File: config.mk
export PLATFORM = sky130hd
export DESIGN_NAME = sprite_engine
export DESIGN_NICKNAME = d
export VERILOG_FILES = /design/src/rtl/sprite_engine.sv
export SDC_FILE = /design/constraint.sdc
export NUM_CORES = 1
export LEC_CHECK = 0
export CAP_MARGIN = 20
export CORE_MARGIN = 2
export CORE_UTILIZATION = 25
export DETAILED_ROUTE_END_ITERATION = 16
export DONT_BUFFER_PORTS = 1
export PLACE_DENSITY_LB_ADDON = 0.12
export SYNTH_ARGS = -nofsm -noshare
export SYNTH_HDL_FRONTEND = slang
export SYNTH_SLANG_ARGS = --single-unit
File: constraint.sdc
create_clock -name clk -period 3.9 [get_ports clk]
set_input_delay 0.195 -clock clk [delete_from_list [all_inputs] [get_ports clk]]
set_output_delay 0.195 -clock clk [all_outputs]
set_load 0.05 [all_outputs]
File: src/rtl/sprite_engine.sv
// Purpose : scaled bitmap sprite renderer for the 640x480 pixel stream; emits colour index + drawing flag per sx.
// Latency : outputs registered and aligned to the current sx (ROM fetch issued two pixels ahead, 1-cycle ROM).
// Backpress: none; free-running pixel stream, one pixel per clk, no stall input.
//
// Ports:
//   clk, rst           pixel clock, synchronous active-high reset
//   line               one-cycle pulse >= 3 clk before sx == 0; latches sprx/spry for the line
//   sx, sy             signed pixel counters (sx +1 per clk, sy stable across the line)
//   sprx, spry         signed sprite top-left corner in screen pixels
//   pix, drawing       colour index (0 when not drawing) and sprite-coverage flag for sx
//
// The bitmap is a packed parameter, row-major, pixel 0 in the least significant bits.
module sprite_engine #(
    parameter int CORDW      = 16,
    parameter int H_RES      = 640,
    parameter int SPR_WIDTH  = 8,
    parameter int SPR_HEIGHT = 8,
    parameter int SPR_SCALE  = 3,
    parameter int SPR_DATAW  = 1,
    parameter logic [SPR_WIDTH*SPR_HEIGHT*SPR_DATAW-1:0] SPR_BITMAP = 64'h0003_0303_1F03_033F
) (
    input  logic                    clk,
    input  logic                    rst,
    input  logic                    line,
    input  logic signed [CORDW-1:0] sx,
    input  logic signed [CORDW-1:0] sy,
    input  logic signed [CORDW-1:0] sprx,
    input  logic signed [CORDW-1:0] spry,
    output logic [SPR_DATAW-1:0]    pix,
    output logic                    drawing
);
    // One extra bit so that sx + 2 and sprx + sprite width never overflow.
    localparam int XW = CORDW + 1;
    localparam int AW = $clog2(SPR_WIDTH * SPR_HEIGHT);

    localparam logic signed [XW-1:0] LOOKAHEAD  = 2;
    localparam logic signed [XW-1:0] SPR_W_PX   = XW'(SPR_WIDTH << SPR_SCALE);
    localparam logic signed [XW-1:0] SPR_H_PX   = XW'(SPR_HEIGHT << SPR_SCALE);
    localparam logic signed [XW-1:0] SPR_W_LAST = XW'((SPR_WIDTH << SPR_SCALE) - 1);
    localparam logic signed [XW-1:0] H_RES_X    = XW'(H_RES);
    localparam logic signed [XW-1:0] H_LAST     = XW'(H_RES - 1);

    typedef enum logic [2:0] {
        IDLE, REG_POS, ACTIVE, WAIT_POS, SPR_LINE, WAIT_DATA
    } state_t;

    state_t                  state_q,  state_d;
    logic signed [CORDW-1:0] sprx_l_q, sprx_l_d;
    logic signed [CORDW-1:0] spry_l_q, spry_l_d;
    logic                    v_hit_q,  v_hit_d;
    logic                    fetch_q,  fetch_d;
    logic [SPR_DATAW-1:0]    rom_q,    rom_d;
    logic [SPR_DATAW-1:0]    pix_q,    pix_d;
    logic                    drawing_q, drawing_d;

    logic signed [XW-1:0] sx_x, sy_x, sprx_l_x, spry_l_x;
    logic signed [XW-1:0] xa, dx, dy;
    logic                 v_in, h_in, fetch_en, fetch_last;
    logic [AW-1:0]        row_a, col_a, addr;

    always_comb begin
        sx_x     = {sx[CORDW-1], sx};
        sy_x     = {sy[CORDW-1], sy};
        sprx_l_x = {sprx_l_q[CORDW-1], sprx_l_q};
        spry_l_x = {spry_l_q[CORDW-1], spry_l_q};

        // Fetch target is two pixels ahead: one cycle for the ROM, one for the output flop.
        xa = sx_x + LOOKAHEAD;
        dx = xa - sprx_l_x;
        dy = sy_x - spry_l_x;

        v_in = !dy[XW-1] && (dy < SPR_H_PX);
        h_in = !xa[XW-1] && (xa < H_RES_X) && !dx[XW-1] && (dx < SPR_W_PX);

        // Fetching starts right after the latch so a sprite touching sx == 0 is
        // covered even when the line pulse arrives only 3 clk ahead.
        fetch_en   = (state_q == REG_POS) || (state_q == ACTIVE) ||
                     (state_q == WAIT_POS) || (state_q == SPR_LINE);
        fetch_last = (dx == SPR_W_LAST) || (xa == H_LAST);

        // Only meaningful while v_in && h_in, where both fit in AW bits.
        row_a = AW'(dy >>> SPR_SCALE);
        col_a = AW'(dx >>> SPR_SCALE);
        addr  = row_a * AW'(SPR_WIDTH) + col_a;
    end

    always_comb begin
        state_d   = state_q;
        sprx_l_d  = sprx_l_q;
        spry_l_d  = spry_l_q;
        v_hit_d   = v_hit_q;
        fetch_d   = fetch_en && v_in && h_in;
        rom_d     = fetch_d ? SPR_BITMAP[int'(addr)*SPR_DATAW +: SPR_DATAW] : '0;
        drawing_d = fetch_q;
        pix_d     = fetch_q ? rom_q : '0;

        case (state_q)
            IDLE:      state_d = IDLE;
            REG_POS: begin
                v_hit_d = v_in;
                state_d = ACTIVE;
            end
            ACTIVE:    state_d = v_hit_q ? WAIT_POS : IDLE;
            WAIT_POS: begin
                // Covers left clip too: the first hitting fetch may be mid-sprite.
                if (fetch_d) state_d = fetch_last ? WAIT_DATA : SPR_LINE;
            end
            SPR_LINE: begin
                if (!fetch_d || fetch_last) state_d = WAIT_DATA;
            end
            WAIT_DATA: state_d = IDLE;
            default:   state_d = IDLE;
        endcase

        // A line pulse in any state restarts with fresh coordinates.
        if (line) begin
            state_d  = REG_POS;
            sprx_l_d = sprx;
            spry_l_d = spry;
        end
    end

    always_ff @(posedge clk) begin
        if (rst) begin
            state_q   <= IDLE;
            sprx_l_q  <= '0;
            spry_l_q  <= '0;
            v_hit_q   <= 1'b0;
            fetch_q   <= 1'b0;
            rom_q     <= '0;
            pix_q     <= '0;
            drawing_q <= 1'b0;
        end else begin
            state_q   <= state_d;
            sprx_l_q  <= sprx_l_d;
            spry_l_q  <= spry_l_d;
            v_hit_q   <= v_hit_d;
            fetch_q   <= fetch_d;
            rom_q     <= rom_d;
            pix_q     <= pix_d;
            drawing_q <= drawing_d;
        end
    end

    assign pix     = pix_q;
    assign drawing = drawing_q;

endmodule

* After elaboration in Yosys (flattened, before gate mapping) *
Index checks and enable logic that the tools add are counted.
Widths: inputs -> output; s select.

cells by class
  add/sub/neg operators = 4
  muxes and demuxes = 6
  shift operators = 1
  magnitude comparators = 3
  reductions and logical operators = 20
  bitwise gates (word level) = 2
  eq/ne operators = 10

operators by type and width
  operator                 count
  $shiftx 64x7->1 const A  1
  $lt 17x8->1 const B      2
  $add 16x3->17 const B    1
  $eq 17x11->1 const B     1
  $eq 17x7->1 const B      1
  $lt 17x11->1 const B     1
  $sub 16x16->17           1
  $sub 17x16->17           1
  $pmux 3 s4               1
  $add 6x6->6              1
  $eq 3x2->1 const B       2
  $logic_and 1x1->1        6
  $mux 3                   2
  $reduce_or 2->1          3
  $logic_or 1x1->1         5
  $logic_not 1->1          4
  $reduce_and 2->1         2
  $eq 3x1->1 const B       1
  $eq 3x3->1 const B       1
  $ne 3x2->1 const B       1
  $ne 3x3->1 const B       1
  $mux 1                   2
  $mux 2                   1
  $ne 2x1->1 const B       1
  other kinds (2)          3

word-level totals
  output and inout bits = 2
  register bits = 40
  logic and storage cells = 55

* Logic depth before layout (Yosys ltp) *
  word-level depth = 11
  depth in mapped cells = 15
  depth with buffers taken out = 15

* Worst setup path before layout *
No wires, ideal clock.

  path kind = input port to flip-flop
  start point = input port sx[1]
  end point = register state_q[1]
  path slack = 0.516 ns
  required time = 3.772 ns
  cell stages on the path = 15
  data arrival time = 3.256 ns
  cells stage by stage = ha_1 -> nand4_1 -> nor2_1 -> xor2_1 -> ha_1 -> clkbuf_1 -> nor2b_1 -> a2bb2oi_1 -> nand4b_1 -> or4_1 -> a2111oi_2 -> nand4_1 -> nor4_1 -> and4_1 -> a31oi_1

between the ends
  cells in the longest elaborated chain, start to end = 10
  elaborated cells on any way between the ends = 18
  classes of those cells = add/sub (2); order compare (2); eq/ne (4); reduce/logical (10)

RTL lines
  element                                                                 line  source
  start: declaration                                                      25    input logic signed [CORDW-1:0] sx,
  $add 16x3->17 (*)                                                       68    xa = sx_x + LOOKAHEAD;
  parallel branches: the longest is 8 deep, another holds $sub 17x16->17  --
  $reduce_and 2->1 (no source line) (*)                                   --
  end signal: assignment                                                  134   state_q <= state_d;
  end: declaration                                                        47    state_t state_q, state_d;

Mark *: on every way between the ends.
A chain may end at the register's enable or synchronous reset.

* Worst setup path in the final report *
Ends and elaborated chain as after synthesis.

==> run metrics <==
status finished, final reports clean; Via density 4.93; layout net count 554; synth cell count leaders nor2_1 (53), dfxtp_1 (40), inv_1 (39), mux2i_1 (34), ha_1 (33); worst hold path class primary input to register; Fmax 286 MHz; period utilization 89.6%; area share of the largest cell type after synthesis 22.3%; Synth Area per Inst 7.93 um2; Core ar. 13900 um2; max_cap viols 0; CP required 4.08 ns; Sum Neg Setup Slack 0 ns; final instance area 3990 um2; Root Buffer clkbuf_16; CTS-repair resized insts 0; top-count cell post-synth nor2_1; Die Y-Extent 124 um; worst relative slew slack 55.9%; Hold Fails Final Rpt 0; Cells after Synth 453; worst-case clock buffer depth 2; Final min period 3.50 ns; Post-synth EDFFs 0; CTS Sinks 40; Final setup viols 0; area added between synthesis and finish 11.1%; CP Launch Type primary input; largest net degree at the start of global routing 38; number of hold buffers added after CTS 1; Mapped Area 3590 um2; Setup Crit Path Kind primary input to register; placer's final routability congestion estimate 0.820; Syn. warnings 0; Final Max Tran Viols 0; final design utilization 28.6%; clock skew 0.00983 ns; total die area 15300 um2; first-pass GRT wire length 15.7 mm; post-synthesis sequential area ratio 22.3%; dpl ws 0.142 ns; TritonCTS Buffers 5; post-route antenna net violation count 0; wire per inst 15.6 um; Top Ports 69; post-CTS setup repair buffer count 0; antenna cells 0; Setup crit end kind register; synth top area cells dfxtp_1 (22%), ha_1 (11%), mux2i_1 (9.5%), nor2_1 (5.5%), xnor2_1 (4.9%); DP Cell Count 624; total power draw 1.43 mW; Fin Hold WS 0.0391 ns; crit-path max FO 9; RSZ-0062 raised after global routing no; setup ws final 0.404 ns; initial detailed-routing violation count 129; syn nets 555; vias in the first global route 3018; Synth area leader dfxtp_1; vias post-DR 3121; synthesized flop and latch total 40; Initial Util 25.8%; Unique masters post-synth 58; number of port buffers 0; CTS tree built; H-tree levels 2; worst skew pair latency 0.30 ns; GRT Total Usage 13.5%; DRC Markers 0; final std cells w/o fill 633; Worst EP arrival 3.68 ns; number of antenna violations at the first check in global routing 0; FP Rows 43; Async S/R FF share, synth 0%; share of cells above drive strength 1 3.31%; Cell Pwr Density 357 nW/um2; Worst R2R Path Depth 13; TritonRoute pass-1 iters 4; Die W 124 um; DP Area 3800 um2; slew of the pin with the lowest slew margin 0.645 ns; P_leak 1.59 nW; CTS clk-pin slew, worst paths 0.07 ns; Final HPWL DP 7.90 mm; Max VDD drop 129 uV; Synth Flop Type dfxtp_1; hold depth 2; GRT overflow 0; routed wire length 9.87 mm
placed cells by master, fill, tap and decap left out, types with 7 or more instances in the layout:
| master | Yosys | routed |
|---|---|---|
| ha_1 | 33 | 33 |
| nand2_1 | 24 | 24 |
| nand3_1 | 12 | 12 |
| xnor2_1 | 20 | 20 |
| a21o_1 | 9 | 9 |
| o21ai_0 | 7 | 7 |
| a21oi_1 | 28 | 28 |
| nor3_1 | 9 | 9 |
| inv_1 | 39 | 39 |
| nand4_1 | 7 | 7 |
| and3_1 | 7 | 7 |
| xor2_1 | 15 | 15 |
| o21ai_1 | 7 | 7 |
| dfxtp_1 | 40 | 40 |
| mux2i_1 | 34 | 34 |
| nor2_1 | 53 | 53 |
state kept, by name, summed over array words and instances, names as in the netlist:
name	count
drawing	1
drawing_d	1
pix	1
rom_q	1
sprx_l_q	16
spry_l_q	16
state_q	3
v_hit_q	1
final timing paths:
path	startpoint	slack (ns)	end
max	sx[1]	0.40	state_q[1]$_SDFFE_PP0P_
min	sprx[5]	0.04	sprx_l_q[5]$_SDFFE_PP0P_
max reg2reg	sprx_l_q[0]$_SDFFE_PP0P_	0.45	rom_q$_SDFF_PP0_
min reg2reg	rom_q$_SDFF_PP0_	0.46	pix$_SDFF_PP0_
worst max-delay path, stage by stage:
cell and delay, ns:
ha_1 0.21, nand4_1 0.22, nor2_1 0.22, xor2_1 0.28, ha_1 0.39, nor2b_1 0.19
a2bb2oi_1 0.19, nand4b_1 0.11, or4_1 0.53, a2111oi_2 0.34, nand4_1 0.15, nor4_1 0.27
and4_1 0.29, a31oi_1 0.10
layout make-up:
cell class / count / area (um2)
inverter: 39 / 146
timing repair buffer: 5 / 50.0
fill: 1489 / 9940
multi-input combinational: 361 / 2600
tap: 180 / 225
clock buffer: 5 / 125
clock inverter: 3 / 46.3
sequential: 40 / 801
logic make-up after synthesis:
kind of cell / count (synthesis) / share of synthesized area [%]
flip-flops: 40 / 22.3
buffers and inverters: 52 / 5.43
adder cells (fa/ha/maj): 35 / 12.6
multiplexers: 34 / 9.47
AO/OA/AOI/OAI: 95 / 17.8
AND/OR/NAND/NOR: 162 / 23.9
XOR/XNOR: 35 / 8.53
routing by layer:
metal / up-vias / track usage [%] / share of wire (%)
li1: 1634 / - / -
met1: 1423 / 18.6 / 51
met2: 57 / 21.1 / 43
met3: 7 / 3.48 / 4.9
met4: 0 / 3.37 / 1.1
met5: - / 0 / 0
report_power, final:
group / switching [mW] / internal, mW / total, mW
clock network: 0.194 / 0.305 / 0.499
registers: 0.0111 / 0.429 / 0.440
logic: 0.272 / 0.215 / 0.487
total: 0.478 / 0.948 / 1.43
(Power assumes the default switching activity.)
